### src/rtl/regfile_mp.sv
// regfile_mp: parametrised multi-port register file with a per-register busy
// scoreboard and a post-reset clearing sweep.
// Optional feature macro: REGFILE_BYPASS_EN (same-cycle write-to-read bypass).
// rstn is an asynchronous, active-high reset.
module regfile_mp #(
    parameter int unsigned DATA_W   = 32,
    parameter int unsigned ADDR_W   = 5,
    parameter int unsigned NUM_RD   = 2,
    parameter int unsigned NUM_WR   = 2,
    parameter int unsigned ZERO_REG = 1
) (
    input  logic                     clk,
    input  logic                     rstn,
    output logic                     ready,
    input  logic [NUM_RD*ADDR_W-1:0] rd_addr,
    output logic [NUM_RD*DATA_W-1:0] rd_data,
    output logic [NUM_RD-1:0]        rd_busy,
    input  logic [NUM_WR-1:0]        wr_en,
    input  logic [NUM_WR*ADDR_W-1:0] wr_addr,
    input  logic [NUM_WR*DATA_W-1:0] wr_data,
    input  logic                     rsv_en,
    input  logic [ADDR_W-1:0]        rsv_addr
);

    localparam int unsigned DEPTH = 2 ** ADDR_W;
    localparam bit          ZR    = (ZERO_REG != 0);

    typedef enum logic {
        ST_INIT,
        ST_RUN
    } state_t;

    state_t              state;
    state_t              state_nxt;
    logic                in_run;
    logic [ADDR_W-1:0]   sweep_cnt;
    logic [DATA_W-1:0]   mem [DEPTH];
    logic [DEPTH-1:0]    busy;
    logic [DEPTH-1:0]    busy_nxt;

    logic [ADDR_W-1:0]   wa [NUM_WR];
    logic [DATA_W-1:0]   wd [NUM_WR];
    logic [NUM_WR-1:0]   wr_ok;
    logic [ADDR_W-1:0]   ra [NUM_RD];

    logic [NUM_RD*DATA_W-1:0] rd_data_nxt;
    logic [NUM_RD-1:0]        rd_busy_nxt;

    // State register
    always_ff @(posedge clk or posedge rstn) begin
        if (rstn) state <= ST_INIT;
        else      state <= state_nxt;
    end

    // Next state: sweep every register once, then run until the next reset
    always_comb begin
        state_nxt = state;
        in_run    = 1'b0;
        case (state)
            ST_INIT: begin
                if (sweep_cnt == ADDR_W'(DEPTH - 1)) state_nxt = ST_RUN;
            end
            ST_RUN: begin
                in_run = 1'b1;
            end
            default: state_nxt = ST_INIT;
        endcase
    end

    // Sweep counter advances one register per INIT cycle
    always_ff @(posedge clk or posedge rstn) begin
        if (rstn)                  sweep_cnt <= '0;
        else if (state == ST_INIT) sweep_cnt <= sweep_cnt + ADDR_W'(1);
    end

    // ready rises on the edge that writes the last register
    always_ff @(posedge clk or posedge rstn) begin
        if (rstn) ready <= 1'b0;
        else      ready <= (state_nxt == ST_RUN);
    end

    // Unpack ports and qualify writes (INIT ignores them, r0 may be hardwired)
    always_comb begin
        for (int j = 0; j < NUM_WR; j++) begin
            wa[j]    = wr_addr[j*ADDR_W +: ADDR_W];
            wd[j]    = wr_data[j*DATA_W +: DATA_W];
            wr_ok[j] = in_run && wr_en[j] && !(ZR && (wa[j] == '0));
        end
        for (int i = 0; i < NUM_RD; i++) begin
            ra[i] = rd_addr[i*ADDR_W +: ADDR_W];
        end
    end

    // Storage: zero-fill during the sweep, else ascending ports so highest j wins
    always_ff @(posedge clk) begin
        if (state == ST_INIT) begin
            mem[sweep_cnt] <= '0;
        end else begin
            for (int j = 0; j < NUM_WR; j++) begin
                if (wr_ok[j]) mem[wa[j]] <= wd[j];
            end
        end
    end

    // Scoreboard update: write-back clears, reservation sets and wins
    always_comb begin
        busy_nxt = busy;
        if (in_run) begin
            for (int j = 0; j < NUM_WR; j++) begin
                if (wr_en[j]) busy_nxt[wa[j]] = 1'b0;
            end
            if (rsv_en && !(ZR && (rsv_addr == '0))) busy_nxt[rsv_addr] = 1'b1;
        end
    end

    // Scoreboard register
    always_ff @(posedge clk or posedge rstn) begin
        if (rstn) busy <= '0;
        else      busy <= busy_nxt;
    end

    // Read path: old contents, or same-cycle write data when bypass is built in
    always_comb begin
        rd_data_nxt = '0;
        rd_busy_nxt = '0;
        for (int i = 0; i < NUM_RD; i++) begin
`ifdef REGFILE_BYPASS_EN
            rd_data_nxt[i*DATA_W +: DATA_W] = mem[ra[i]];
            rd_busy_nxt[i]                  = busy_nxt[ra[i]];
            for (int j = 0; j < NUM_WR; j++) begin
                if (wr_ok[j] && (wa[j] == ra[i])) rd_data_nxt[i*DATA_W +: DATA_W] = wd[j];
            end
`else
            rd_data_nxt[i*DATA_W +: DATA_W] = mem[ra[i]];
            rd_busy_nxt[i]                  = busy[ra[i]];
`endif
            if (!in_run || (ZR && (ra[i] == '0))) begin
                rd_data_nxt[i*DATA_W +: DATA_W] = '0;
                rd_busy_nxt[i]                  = 1'b0;
            end
        end
    end

    // Registered read outputs
    always_ff @(posedge clk or posedge rstn) begin
        if (rstn) begin
            rd_data <= '0;
            rd_busy <= '0;
        end else begin
            rd_data <= rd_data_nxt;
            rd_busy <= rd_busy_nxt;
        end
    end

endmodule

### config.mk
export PLATFORM = sky130hd
export DESIGN_NAME = regfile_mp
export DESIGN_NICKNAME = d
export VERILOG_FILES = /design/src/rtl/regfile_mp.sv
export SDC_FILE = /design/constraint.sdc
export NUM_CORES = 2
export LEC_CHECK = 0
export CAP_MARGIN = 5
export CORE_MARGIN = 5
export CORE_UTILIZATION = 50
export CTS_CLUSTER_DIAMETER = 80
export CTS_CLUSTER_SIZE = 12
export DETAILED_ROUTE_END_ITERATION = 8
export GPL_ROUTABILITY_DRIVEN = 0
export PLACE_DENSITY = 0.69
export SETUP_SLACK_MARGIN = 0.3
export SYNTH_ARGS = -nofsm -noshare
export SYNTH_HDL_FRONTEND = slang
export SYNTH_SLANG_ARGS = --single-unit
export TNS_END_PERCENT = 30
### constraint.sdc
create_clock -name clk -period 5.08 [get_ports clk]
set_input_delay 0.762 -clock clk [delete_from_list [all_inputs] [get_ports clk]]
set_output_delay 0.762 -clock clk [all_outputs]
set_load 0.05 [all_outputs]
==> results.toml <==
[global_routing]
overflow = 0
grt_pass1_vias = 47700
grt_max_degree = 103
grtUsageTotal_pct = 36.3
grt_first_pass_wirelength_mm = 343
grt_antenna_before_repair = 19

[clock_network]
hold_buffers = 0
clk_latency_ns = 0.72
cts_sinks = 1128
cts-root-buf = "clkbuf_16"
h-tree-depth = 3
post_cts.repair.setup_buffers = 0
clk_pin_slew_worst_paths_ns = 0.07
cts_buffers = 105
cts_resized = 0
tritoncts = "built"
cts_buffer_depth = 3

[logic_synthesis]
synth_area_leaders = "edfxtp_1, mux4_2, mux2_2"
yosysMostFrequentCell = "edfxtp_1"
netlist.top_cell.by_area = "edfxtp_1"
synthFlopType = "edfxtp_1"
ys_warn_count = 0
ys_ff_latch = 1128
async_reset_ff_share_pct = 9.22
synth_top_area_share_pct = 48.9
synthCells = 5302
synth_commonest_cells = "edfxtp_1, o21ai_0, nand2_1"
synth_edf_count = 1024
syn_area_um2 = 62900
syn_nets = 5398
avgSynthCellArea_um2 = 11.9
synth_cell_types = 56
synth-seq-area-share_pct = 53.0

[finish]
regArea_um2 = 33400
fill_cells = 10200
fin_util_pct = 55.8
design_area_um2 = 70000
final_net_count = 5303
multi_input_area_um2 = 27700
drive_gt1_share_pct = 22.5
area.growth.synth_to_final_pct = 11.3

[die]
start_util_pct = 50.2
die_x_um = 365
die_y_um = 365
ioPinCount = 161
num_rows = 130
coreArea_um2 = 125000
die-area_um2 = 133000

[setup_path]
critical_path.max_fanout = 22
worstReg2RegStart = "ready"
worstPathCellList = "clkdlybuf4s50_1 -> nor3_2 -> a21oi_4 -> buf_4 -> mux2_2 -> o21bai_4 -> buf_4"
crit_top_cell = "buf_4"
crit_type = "input port to register"
end_kind = "register"
cpPeakStageDelay_ns = 0.81
rr_worst_depth = 6
crit_arrival_ns = 3.92
worstSetupStartpoint = "wr_addr[4]"
startpoint_type = "input port"
critPathRequiredTime_ns = 5.49
critPathSlowestCell = "o21bai_4"

[sta]
finalSetupTns_ns = 0
max_clock_freq_mhz = 285
worst_pin_slew_ns = 1.38
drv_slew = 0
rsz0062_at_grt = "no"
post-route-min-period_ns = 3.51
period_share_pct = 69.2
slew_headroom_pct = 7.69
setup_violations = 0
hold_viol = 0
whs_ns = 0.524
fin_worst_skew_ns = 0.0321

[power_and_ir_drop]
power.density_nw_per_um2 = 295
ir_drop_mv = 0.271
leakagePower_nw = 24.8

[min_path]
hold_start = "sweep_cnt[0]"
hp-class = "register to register"
hold_depth = 1

[detailed_routing]
drt_iter0_drc = 8314
postRouteAntennaNets = 0
dr.pass1.iters = 6
vias = 49500
post-route-drc-count = 0
wl_per_cell_um = 35.3
avgViaCountPerCell = 7.12
wl_mm = 246

[placement]
placed_cell_area_um2 = 66900
place_hpwl_mm = 151
port_buffers = 160

[job]
maxCapViolCount = 0

[status]
outcome = "finished, final reports clean"
## path summary, 6_finish.rpt
kind / end / slack [ns]
max: mem[20][22] / 1.57
min: sweep_cnt[0] / 0.52
max reg2reg: mem[20][22] / 1.69
min reg2reg: sweep_cnt[0] / 0.52
max in group asynchronous: rd_data[51] / 3.45
min in group asynchronous: rd_data[24] / 0.53
## worst max-delay path: cells and delay by family
kind / cells / cell delay (ns)
AOI/OAI and AO/OA: 2 / 1.10
buffers and inverters: 3 / 1.43
muxes: 1 / 0.50
and+or+nand+nor: 1 / 0.13
## cell families (layout without fill, tap and decap cells)
family | after synthesis | count (layout) | synth area share [%]
AOI/OAI and AO/OA | 1304 | 1304 | 12.0
and+or+nand+nor | 1233 | 1233 | 8.75
DFF | 1128 | 1128 | 53.0
adders and majority gates | 2 | 2 | 0.0398
buffers and inverters | 637 | 631 | 4.28
xor gates and xnor gates | 3 | 3 | 0.0418
other | 0 | 8 | 0
muxes | 995 | 995 | 21.9
## final cells by class
type / instances / share of cell area [%]
Antenna cell: 8 / 0.0286
Clock buffer: 186 / 4.22
Clock inverter: 10 / 0.186
Inverter: 38 / 0.211
Multi-Input combinational cell: 3537 / 39.5
Sequential cell: 1128 / 47.6
Tap cell: 1650 / 2.95
Timing Repair Buffer: 397 / 5.28
## metal layers
metal  vias up  track usage (%)  part of all wire [%]
li1      20000                -                     -
met5         -            0.254                 0.092
met2      4260             53.2                    42
met3      1144             10.4                    14
met4        18             27.7                   9.7
met1     24100             45.7                    34
## flip-flops by register name, indices dropped and copies added, names as in the netlist
| name | flops |
|---|---|
| busy | 32 |
| mem | 1024 |
| rd_busy | 2 |
| rd_data | 64 |
| ready | 1 |
| sweep_cnt | 5 |
## per-stage QoR
| stage | setup WS (ns) | std cells | power (W) |
|---|---|---|---|
| after CTS | 1.71 | 6946 | 0.0206 |
| after global placement | 1.02 | 6750 | 0.0131 |
| after detailed placement | 0.966 | 6750 | 0.0132 |
| final | 1.57 | 6954 | 0.0207 |
| after floorplan | 0.410 | 5302 | 0.0121 |
| after global routing | 1.54 | 6946 | 0.0211 |
## report_power, final
| part | switching (W) | leakage (nW) | total, W | internal [W] |
|---|---|---|---|---|
| registers | 0.0000611 | 12.0 | 0.0103 | 0.0103 |
| clock network | 0.00362 | 1.46 | 0.00760 | 0.00398 |
| logic | 0.00183 | 11.3 | 0.00274 | 0.000903 |
| total | 0.00552 | 24.8 | 0.0207 | 0.0152 |
## placed cells by master (no fill, tap or decap), types with 25 or more instances in the layout
master and n:
o22ai_1 91, a22oi_1 196, and3_1 26, nand3_1 109, or3_1 34, clkbuf_16 106
o31a_1 32, a21oi_1 26, mux4_2 259, o21ai_0 827, clkdlybuf4s50_1 154, nand2_1 812
nand4_1 69, mux2_2 462, nor2b_1 71, mux2i_1 271, clkbuf_1 80, buf_4 214
inv_1 37, a211oi_1 67, dfrtp_1 104, edfxtp_1 1024, nor2_4 25
Power figures use the tool's default switching activity.
